==> config.mk <==
export PLATFORM = sky130hd
export DESIGN_NAME = calc_seq_ctrl_flat
export DESIGN_NICKNAME = d
export VERILOG_FILES = /design/src/rtl/calc_seq_ctrl_if.sv /design/src/rtl/calc_seq_ctrl.sv /design/src/flat_wrapper.sv
export SDC_FILE = /design/constraint.sdc
export NUM_CORES = 1
export LEC_CHECK = 0
export BUFFER_PORTS_ARGS = -buffer_cell sky130_fd_sc_hd__buf_2
export CAP_MARGIN = 20
export CORE_UTILIZATION = 30
export CTS_CLUSTER_SIZE = 14
export DETAILED_ROUTE_END_ITERATION = 10
export PLACE_DENSITY = 0.52
export SYNTH_ARGS = -nofsm -noshare
export SYNTH_HDL_FRONTEND = slang
export SYNTH_SLANG_ARGS = --single-unit
==> constraint.sdc <==
create_clock -name clk -period 2.65 [get_ports clk]
set_input_delay 0.3975 -clock clk [delete_from_list [all_inputs] [get_ports clk]]
set_output_delay 0.3975 -clock clk [all_outputs]
set_load 0.03 [all_outputs]
==> src/rtl/calc_seq_ctrl_if.sv <==
// Bundle between two requesters, the shared add/multiply unit, the display path and calc_seq_ctrl.
// The master side is the environment. The slave side is the controller.
interface calc_seq_ctrl_if;
    logic       req0_valid;
    logic       req1_valid;
    logic [1:0] req0_a;
    logic [1:0] req0_b;
    logic [1:0] req1_a;
    logic [1:0] req1_b;
    logic       req0_sel;
    logic       req1_sel;
    logic       req0_ready;
    logic       req1_ready;
    logic [1:0] alu_a;
    logic [1:0] alu_b;
    logic       alu_sel;
    logic [3:0] alu_result;
    logic [3:0] bcd;
    logic       bcd_valid;
    logic       grant_id;
    logic       done;
    logic       err;

    modport master (
        output req0_valid, req1_valid, req0_a, req0_b, req1_a, req1_b,
               req0_sel, req1_sel, alu_result,
        input  req0_ready, req1_ready, alu_a, alu_b, alu_sel,
               bcd, bcd_valid, grant_id, done, err
    );

    modport slave (
        input  req0_valid, req1_valid, req0_a, req0_b, req1_a, req1_b,
               req0_sel, req1_sel, alu_result,
        output req0_ready, req1_ready, alu_a, alu_b, alu_sel,
               bcd, bcd_valid, grant_id, done, err
    );
endinterface

==> src/rtl/calc_seq_ctrl.sv <==
// Round-robin sequencer for two requesters that share one add/multiply unit.
// Each operation's BCD result is held on the display for HOLD_CYCLES cycles.
module calc_seq_ctrl #(
    parameter int unsigned HOLD_CYCLES = 4
) (
    input logic            clk,
    input logic            rst,
    calc_seq_ctrl_if.slave bus
);

    typedef enum logic [1:0] {IDLE, EXEC, HOLD} state_t;

    localparam logic [7:0] HOLD_LAST = 8'(HOLD_CYCLES - 1);

    state_t     state;
    state_t     state_nxt;
    logic [7:0] hold_cnt;
    logic [1:0] a_q;
    logic [1:0] b_q;
    logic       sel_q;
    logic       grant_q;
    logic       last_q;
    logic [3:0] result_q;
    logic       err_q;
    logic       any_valid;
    logic       grant;
    logic       xfer;

    // On a tie, the requester that was not served last wins.
    assign any_valid = bus.req0_valid | bus.req1_valid;
    assign grant     = (bus.req0_valid & bus.req1_valid) ? ~last_q : bus.req1_valid;
    assign xfer      = (state == IDLE) && any_valid && !rst;

    // NOTE: sequential state uses non-blocking assignments so every register samples pre-edge values.
    always_ff @(posedge clk) begin
        if (rst) state <= IDLE;
        else     state <= state_nxt;
    end

    // NOTE: each combinational output gets a default first, so no path can infer a latch.
    always_comb begin
        state_nxt = state;
        case (state)
            IDLE:    if (any_valid) state_nxt = EXEC;
            EXEC:    state_nxt = HOLD;
            HOLD:    if (hold_cnt == 8'd0) state_nxt = IDLE;
            default: state_nxt = IDLE;
        endcase
    end

    always_comb begin
        bus.req0_ready = xfer && !grant;
        bus.req1_ready = xfer && grant;
        bus.bcd_valid  = (state == HOLD);
        bus.done       = (state == HOLD) && (hold_cnt == 8'd0) && !rst;
        bus.bcd        = (state == HOLD) ? result_q : 4'hF;
    end

    assign bus.alu_a    = a_q;
    assign bus.alu_b    = b_q;
    assign bus.alu_sel  = sel_q;
    assign bus.grant_id = grant_q;
    assign bus.err      = err_q;

    always_ff @(posedge clk) begin
        if (rst) begin
            a_q      <= 2'd0;
            b_q      <= 2'd0;
            sel_q    <= 1'b0;
            grant_q  <= 1'b0;
            last_q   <= 1'b1;
            result_q <= 4'd0;
            err_q    <= 1'b0;
            hold_cnt <= 8'd0;
        end else begin
            if (xfer) begin
                a_q     <= grant ? bus.req1_a   : bus.req0_a;
                b_q     <= grant ? bus.req1_b   : bus.req0_b;
                sel_q   <= grant ? bus.req1_sel : bus.req0_sel;
                grant_q <= grant;
                last_q  <= grant;
            end
            if (state == EXEC) begin
                hold_cnt <= HOLD_LAST;
                // Values outside 0..9 have no BCD digit, so they show as the blank code.
                if (bus.alu_result > 4'd9) begin
                    result_q <= 4'hF;
                    err_q    <= 1'b1;
                end else begin
                    result_q <= bus.alu_result;
                end
            end else if (state == HOLD && hold_cnt != 8'd0) begin
                hold_cnt <= hold_cnt - 8'd1;
            end
        end
    end

endmodule

==> src/flat_wrapper.sv <==
// flat-port wrapper written by rule: the top's interface ports become plain ports
module calc_seq_ctrl_flat 
#(
    parameter int unsigned HOLD_CYCLES = 4
)
  (clk, rst, bus_req0_valid, bus_req1_valid, bus_req0_a, bus_req0_b, bus_req1_a, bus_req1_b, bus_req0_sel, bus_req1_sel, bus_alu_result, bus_req0_ready, bus_req1_ready, bus_alu_a, bus_alu_b, bus_alu_sel, bus_bcd, bus_bcd_valid, bus_grant_id, bus_done, bus_err);
  calc_seq_ctrl_if bus_i ();
  input logic clk;
  input logic rst;
  input wire logic [$bits(bus_i.req0_valid)-1:0] bus_req0_valid;
  input wire logic [$bits(bus_i.req1_valid)-1:0] bus_req1_valid;
  input wire logic [$bits(bus_i.req0_a)-1:0] bus_req0_a;
  input wire logic [$bits(bus_i.req0_b)-1:0] bus_req0_b;
  input wire logic [$bits(bus_i.req1_a)-1:0] bus_req1_a;
  input wire logic [$bits(bus_i.req1_b)-1:0] bus_req1_b;
  input wire logic [$bits(bus_i.req0_sel)-1:0] bus_req0_sel;
  input wire logic [$bits(bus_i.req1_sel)-1:0] bus_req1_sel;
  input wire logic [$bits(bus_i.alu_result)-1:0] bus_alu_result;
  output wire logic [$bits(bus_i.req0_ready)-1:0] bus_req0_ready;
  output wire logic [$bits(bus_i.req1_ready)-1:0] bus_req1_ready;
  output wire logic [$bits(bus_i.alu_a)-1:0] bus_alu_a;
  output wire logic [$bits(bus_i.alu_b)-1:0] bus_alu_b;
  output wire logic [$bits(bus_i.alu_sel)-1:0] bus_alu_sel;
  output wire logic [$bits(bus_i.bcd)-1:0] bus_bcd;
  output wire logic [$bits(bus_i.bcd_valid)-1:0] bus_bcd_valid;
  output wire logic [$bits(bus_i.grant_id)-1:0] bus_grant_id;
  output wire logic [$bits(bus_i.done)-1:0] bus_done;
  output wire logic [$bits(bus_i.err)-1:0] bus_err;
  assign bus_i.req0_valid = bus_req0_valid;
  assign bus_i.req1_valid = bus_req1_valid;
  assign bus_i.req0_a = bus_req0_a;
  assign bus_i.req0_b = bus_req0_b;
  assign bus_i.req1_a = bus_req1_a;
  assign bus_i.req1_b = bus_req1_b;
  assign bus_i.req0_sel = bus_req0_sel;
  assign bus_i.req1_sel = bus_req1_sel;
  assign bus_i.alu_result = bus_alu_result;
  assign bus_req0_ready = bus_i.req0_ready;
  assign bus_req1_ready = bus_i.req1_ready;
  assign bus_alu_a = bus_i.alu_a;
  assign bus_alu_b = bus_i.alu_b;
  assign bus_alu_sel = bus_i.alu_sel;
  assign bus_bcd = bus_i.bcd;
  assign bus_bcd_valid = bus_i.bcd_valid;
  assign bus_grant_id = bus_i.grant_id;
  assign bus_done = bus_i.done;
  assign bus_err = bus_i.err;
  calc_seq_ctrl #(.HOLD_CYCLES(HOLD_CYCLES)) u_core (.clk(clk), .rst(rst), .bus(bus_i));
endmodule
[Yosys cells after proc, flatten, opt, wreduce, memory -nomap -nowiden]
Cells that the tools add are included.
Word-level totals
  register bits after elaboration: 22
  input bits: 18
  output and inout port bits: 15
Cells by class
  $add $sub $neg: 1
  magnitude comparators: 1
  equal/unequal tests: 4
  mux-type cells: 11
  bitwise operators: 3
  reduce and logical (&&, ||, !) cells: 16
Operator list (number)
  $mux W2: 6
  $logic_not A8 Y1: 1
  $mux W4: 2
  $reduce_bool A8 Y1: 1
  $sub A8 B1 Y8 const B: 1
  $logic_and A1 B1 Y1: 7
  $pmux W2 S3: 1
  $gt A4 B4 Y1 const B: 1
  $ne A2 B1 Y1 const B: 2
  $reduce_and A2 Y1: 2
  $eq A2 B1 Y1 const B: 1
  $eq A2 B2 Y1 const B: 1
  $logic_not A1 Y1: 2
  $logic_not A2 Y1: 1
  $mux W1: 2
  $reduce_bool A2 Y1: 1
  $reduce_or A2 Y1: 1
  $and A1 B1 Y1: 1
  $not A1 Y1: 1
  $or A1 B1 Y1: 1

[Longest topological paths before layout]
Gate-level depths: netlist of the first run.
  word-level depth: 4
  depth in mapped cells: 6
  depth with buffers taken out: 6

[Worst setup path before layout of the first run]
No wires, ideal clock.
  path kind: register -> output
  start point: register u_core.hold_cnt[0]
  end point: output port bus_done
  arrival: 1856 ps
  data required time: 2253 ps
  slack: 396 ps
  stages on the path, launching flop included: 6
  cell sequence: dfxtp_1 > inv_1 > ha_1 > nor3b_1 > nand2_1 > nor3_1
On the way
  word-level cells in the longest chain between the ends: 3
Ends and longest elaborated chain
  from (decl): line calc_seq_ctrl.sv:17  | logic [7:0] hold_cnt;
  from (signal assigned): line calc_seq_ctrl.sv:93  | hold_cnt <= hold_cnt - 8'd1;
  $logic_not A8 Y1: line calc_seq_ctrl.sv:55  | bus.done = (state == HOLD) && (hold_cnt == 8'd0) && !rst;
  $logic_and A1 B1 Y1 (2 in a row): line calc_seq_ctrl.sv:55
  to (decl): line flat_wrapper.sv:27  | output wire logic [$bits(bus_i.done)-1:0] bus_done;
Every way passes these cells.

[Final worst setup path of the first run]
  start point: register u_core.hold_cnt[1]
  end point: output port bus_done
Same word-level chain as after synthesis.

==> results of run 1 <==
==> layout by cell type, fill, tap and decap left out, types with 2 or more instances in the layout <==
cell type and count:
nand2b_1 7, and2_1 2, xnor2_1 3, ha_1 2, xor2_1 2, clkbuf_4 3
dfxtp_1 22, buf_2 32, nand2_1 6, nor2_1 20, buf_4 2, mux2i_1 5
a211o_1 2, a21oi_1 4, nor3_1 8, a211oi_1 10, nor2b_1 3, inv_1 4
==> through the flow <==
step / instances / area (sq um) / power (mW) / hold slack [ps] / utilization
after detailed placement: 191 / 1240 / 0.602 / 445 / 0.394
final: 195 / 1300 / 0.853 / 329 / 0.412
after CTS: 195 / 1290 / 0.861 / 319 / 0.411
after floorplan: 118 / 1030 / 0.543 / 431 / -
after global routing: 195 / 1300 / 0.907 / 307 / 0.412
after global placement: 191 / 1240 / 0.598 / 440 / 0.394
==> registers in the layout, summed over array words and instances, names as in the netlist <==
signal	count
u_core.result_q	4
u_core.bus.grant_id	1
u_core.hold_cnt	8
u_core.bus.alu_b	2
u_core.state	2
u_core.bus.err	1
u_core.bus.alu_sel	1
u_core.bus.alu_a	2
u_core.last_q	1
==> power by group <==
group / total, mW / leakage (nW) / switching [mW] / internal (mW)
Combinational: 0.215 / 0.341 / 0.131 / 0.0842
Clock: 0.257 / 0.0279 / 0.104 / 0.153
Sequential: 0.381 / 0.180 / 0.0215 / 0.360
Total: 0.853 / 0.550 / 0.257 / 0.596
==> cells by family (layout without fill, tap and decap cells) <==
| group | count (synthesis) | after routing | synth area share |
|---|---|---|---|
| xor+xnor | 5 | 5 | 0.0425 |
| flops | 22 | 22 | 0.427 |
| simple gates | 54 | 54 | 0.269 |
| mux | 5 | 5 | 0.0485 |
| compound gates | 21 | 21 | 0.155 |
| fa+ha+maj | 2 | 2 | 0.0243 |
| buf+inv | 9 | 42 | 0.0328 |
==> routing by layer <==
layer  track usage  up-vias
li1              -      480
met1         0.161      393
met2         0.207       23
met3        0.0341        2
met4        0.0584        0
met5             0        -
==> path summary, 6_finish.rpt <==
path / endpoint / slack (ps) / from
max: bus_done / 430 / u_core.hold_cnt[1]
min: u_core.result_q[3] / 330 / bus_alu_result[3]
max reg2reg: u_core.hold_cnt[4] / 850 / u_core.hold_cnt[0]
min reg2reg: u_core.result_q[3] / 460 / u_core.result_q[3]
==> Yosys cell counts (all sizes together), types with 2 or more instances <==
cell type   n  share of area
inv         4          0.015
nor4        2          0.018
ha          2          0.024
mux2i       5          0.049
a211oi     10          0.073
nor3        8          0.039
and2        2          0.012
nand2b      7          0.042
nor2       20          0.073
dfxtp      22           0.43
clkbuf      4          0.015
xnor2       3          0.025
nor2b       3          0.018
xor2        2          0.017
nand2       6          0.022
a211o       2          0.017
a21oi       4          0.019
==> worst max-delay path: cells and delay by family, from the launching register on <==
kind                       cells  cell delay, ps
adders and majority gates      1             150
buffers and inverters          2             320
DFF                            1             340
and+or+nand+nor                3             710
==> area by class of cell <==
class	instances	area [sq um]	share of cell area
Timing Repair Buffer	34	175	0.135
Clock buffer	3	22.5	0.0173
Inverter	4	15.0	0.0115
Multi-Input combinational cell	87	562	0.432
Clock inverter	1	30.0	0.0231
Tap cell	44	55.1	0.0423
Sequential cell	22	440	0.339
==> results.json, run 1 <==
{
  "status": "finished, final reports clean",
  "core_area_sq_mm": 0.00315,
  "synthesis.area_sq_mm": 0.00103,
  "p_leak_nw": 0.550,
  "initial_utilization": 0.327,
  "crit_required_ps": 2250,
  "cts_buffer_depth": 2,
  "worst_hold_path.num_cells": 3,
  "die_area_sq_mm": 0.00367,
  "syn-mean-instance-area_sq_um": 8.74,
  "drc": 0,
  "pre_cts_ws_ps": 539,
  "yosysSeqAreaShare": 0.427,
  "critical_path.max_fanout": 7,
  "grt-ovfl-total": 0,
  "critPathSlowestCell": "nor3b_2",
  "final_max_slew_viol_count": 0,
  "reg2regPathDepth": 6,
  "first_pass_iters": 4,
  "cts_buffers": 3,
  "irDropWorstVdd_mv": 0.259,
  "fin_worst_skew_ps": 5.41,
  "setup_tns_ps": 0,
  "wl_met1_um": 984,
  "critPathMaxStageDelay_ps": 390,
  "route.met2.wl_um": 1000,
  "port_buffers": 32,
  "setup_ws_ps": 432,
  "fp.dieH_um": 60.6,
  "worst_pin_slew_ps": 517,
  "postCtsSetupBuffers": 0,
  "yosysWarnings": 0,
  "postCtsHoldBufs": 0,
  "cts_root_buffer": "clkbuf_4",
  "wl_per_cell_um": 10.8,
  "clk_pin_slew_ps": 130,
  "drt_wl_total_um": 2110,
  "crit_path_start_kind": "register",
  "insertion_delay_ps": 310,
  "period_share": 0.837,
  "hpwl_um": 1560,
  "drive_gt1_frac": 0.278,
  "slew-limit-headroom": 0.654,
  "grt_pass1_vias": 805,
  "worst_setup_path_end_kind": "primary output",
  "critPathKind": "register to primary output",
  "cap_violations": 0,
  "wl_met3_um": 104,
  "hold_class": "primary input to register",
  "synth-edff-count": 0,
  "syn_nets": 138,
  "setup_violations": 0,
  "syn2layout_area_growth_pct": 26.1,
  "grt_pass1_wl_um": 3530,
  "top_layer": "met4",
  "fin_nets": 172,
  "drtIter0Drc": 5,
  "grt_max_degree": 19,
  "grtUsageTotal": 0.129,
  "rows": 20,
  "final_antenna_net_count": 0,
  "power_density_mw_per_mm2": 656,
  "filler_cell_count": 338,
  "antenna_found_initial": 0,
  "cp.arrival_ps": 1820,
  "synth_async_sr_flop_share": 0,
  "clkSinkCount": 22,
  "io_pins": 33,
  "vias": 898,
  "diodes": 0,
  "ctsResizeCount": 0,
  "synthCells": 118,
  "ys_ff_latch": 22,
  "htreeDepth": 1,
  "gp_congestion": 0.792,
  "cts_tree": "done",
  "min_period_ps": 2220,
  "fmax_mhz": 451,
  "ys_types": 30,
  "grt_setup_unrepaired": "false",
  "die_w_um": 60.6,
  "hold_viol_final": 0,
  "synthFlopType": "dfxtp_1",
  "crit_chain": "inv_1, ha_1, nor3b_2, nand2_1, nor3_1, buf_2",
  "vias_per_cell": 4.61
}
No activity file was read; power rests on OpenSTA's default activity.
==> inputs of run 2 (changes only) <==
--- a/config.mk
+++ b/config.mk
@@ -10,7 +10,7 @@
 export CORE_UTILIZATION = 30
 export CTS_CLUSTER_SIZE = 14
 export DETAILED_ROUTE_END_ITERATION = 10
-export PLACE_DENSITY = 0.52
+export PLACE_DENSITY = 0.54
 export SYNTH_ARGS = -nofsm -noshare
 export SYNTH_HDL_FRONTEND = slang
 export SYNTH_SLANG_ARGS = --single-unit
==> constraint.sdc (replaced) <==
create_clock -name clk -period 1.9 [get_ports clk]
set_input_delay 0.285 -clock clk [delete_from_list [all_inputs] [get_ports clk]]
set_output_delay 0.285 -clock clk [all_outputs]
set_load 0.03 [all_outputs]
==> run 2 against run 1 <==
Die area stayed put. Critical path depth is 1 higher. Global-route usage is 1.0 points higher. Core utilization is 2.3 points higher. Non-clock buffer count is 6 higher. Register-to-register slack worse by 670 ps. Sequential share of layout area is 1.5 points lower. Worst hold slack worse by 120 ps. Design area is 5.7% higher. Total power is 45% higher. Setup slack worse by 400 ps.
==> results.json, run 2 (same netlist as run 1, synthesis figures left out) <==
{
  "swShare": 0.300,
  "drc": 0,
  "crit_path_start_kind": "register",
  "cap_violations": 0,
  "layout_common_cells": "buf_2, nor2_1, dfxtp_1, a211oi_1, buf_4",
  "clkSinkCount": 22,
  "min_period_ps": 1860,
  "reg2reg_slack_ps": 180,
  "min_to": "u_core.result_q[3]",
  "status": "finished, final reports clean",
  "pre_cts_ws_ps": 170,
  "wl_per_cell_um": 11.0,
  "worstReg2RegStart": "u_core.hold_cnt[0]",
  "cp.arrival_ps": 1580,
  "die_area_sq_mm": 0.00367,
  "vias_per_cell": 4.72,
  "cts_tree": "done",
  "internal-power_mw": 0.866,
  "fin_nets": 178,
  "worst_pin_slew_ps": 520,
  "port_buffers": 32,
  "fin_hold_ws_ps": 212,
  "first_pass_iters": 4,
  "io_pins": 33,
  "setup_ws_ps": 36.1,
  "syn2layout_area_growth_pct": 33.3,
  "htreeDepth": 1,
  "seqPwrFrac": 0.433,
  "post-route-cell-area_sq_mm": 0.00137,
  "setup_violations": 0,
  "hold_class": "primary input to register",
  "critPathKind": "register to primary output",
  "grt_setup_unrepaired": "true",
  "final_cells": 201,
  "clk_pin_slew_ps": 120,
  "fp.dieH_um": 60.6,
  "p_leak_nw": 0.583,
  "irDropWorstVdd_mv": 0.349,
  "diodes": 0,
  "crit_required_ps": 1620,
  "drtIter0Drc": 20,
  "clkPwrFrac": 0.286,
  "grt-ovfl-total": 0,
  "dp.cells": 194,
  "largestRegisters": "u_core.hold_cnt (8), u_core.result_q (4)",
  "antenna_found_initial": 0,
  "drt_wl_total_um": 2200,
  "insertion_delay_ps": 300,
  "period_share": 0.981,
  "critical_path.max_fanout": 3,
  "cts_buffers": 3,
  "worst_setup_path_end_kind": "primary output",
  "vias": 948,
  "r2r-end": "u_core.hold_cnt[7]",
  "power_density_mw_per_mm2": 900,
  "worst_hold_path.num_cells": 3,
  "hold_viol_final": 0,
  "power_frac_comb": 0.282,
  "reg2regPathDepth": 8,
  "power.total_mw": 1.24,
  "largest_register_ff_count": 8,
  "grt_max_degree": 18,
  "core_area_sq_mm": 0.00315,
  "slew-limit-headroom": 0.652,
  "hpwl_um": 1660,
  "initial_utilization": 0.327,
  "place_area_sq_mm": 0.00127,
  "gp_congestion": 0.782,
  "fin_worst_skew_ps": 3.89,
  "rows": 20,
  "hold_start": "bus_alu_result[3]",
  "die_w_um": 60.6,
  "cts_root_buffer": "clkbuf_4",
  "mostFrequentLayoutCell": "buf_2",
  "grtUsageTotal": 0.139,
  "final_max_slew_viol_count": 0,
  "final_antenna_net_count": 0,
  "fmax_mhz": 536,
  "switchingPower_mw": 0.370,
  "grt_pass1_wl_um": 3800,
  "cts_buffer_depth": 2,
  "largest_register": "u_core.hold_cnt",
  "grt_pass1_vias": 904,
  "drive_gt1_frac": 0.363
}
==> run 2: changes by cell type in the layout (fill, tap and decap cells not counted), sizes merged <==
cell / previous run / this run
buf: 34 / 40
==> run 2: cell type report <==
class / instances / area [sq um]
tap: 44 / 55.1
timing repair buffer: 40 / 223
fill: 340 / 1780
sequential: 22 / 444
clock buffer: 3 / 22.5
multi-input combinational: 87 / 584
inverter: 4 / 15.0
clock inverter: 1 / 30.0
==> run 2: power groups by stage <==
stage | Combinational, mW | Clock, mW | Sequential [mW]
floorplan | 0.196 | 0 | 0.564
CTS | 0.338 | 0.368 | 0.533
detailed placement | 0.313 | 0 | 0.543
global route | 0.380 | 0.388 | 0.542
global placement | 0.308 | 0 | 0.541
finish | 0.348 | 0.353 | 0.535
==> run 2: what timing repair did <==
item                                    CTS  global route
hold buffers                              0             0
endpoints found under the setup margin    1             4
pin swaps                                 1             1
gates resized for setup                   7             3
setup buffers                             3             0
==> run 2: layer usage <==
| metal | global-route usage | wire length [um] | vias up |
|---|---|---|---|
| met5 | 0 | 0 | - |
| li1 | - | - | 494 |
| met3 | 0.0256 | 76 | 2 |
| met1 | 0.173 | 1030 | 430 |
| met4 | 0.0487 | 10 | 0 |
| met2 | 0.240 | 1090 | 22 |
==> run 2: through the flow <==
step | TNS, ps | utilization
2_1_floorplan | -2.43 | -
3_3_place_gp | 0 | 0.404
3_5_place_dp | 0 | 0.404
4_1_cts | 0 | 0.431
5_1_grt | -88.0 | 0.436
6_report | 0 | 0.436
==> run 2: worst max-delay path, cell delays in order (launching register included) <==
cell and delay (ps):
dfxtp_2 350, inv_2 60, ha_1 150, nor3b_4 200, buf_4 150, nand2_2 70, nor3_2 130, buf_4 180
==> run 2: how the worst max path moves through the flow <==
stage / from / to / slack (ps) / cells after the start
6_report: u_core.hold_cnt[1] / bus_done / 40 / 7
5_1_grt: u_core.hold_cnt[1] / bus_done / -90 / 7
4_1_cts: u_core.hold_cnt[2] / bus_done / 4 / 4
3_5_place_dp: u_core.hold_cnt[0] / u_core.hold_cnt[4] / 170 / 6
3_3_place_gp: u_core.hold_cnt[0] / bus_done / 240 / 7
2_1_floorplan: u_core.hold_cnt[0] / bus_done / -2 / 5
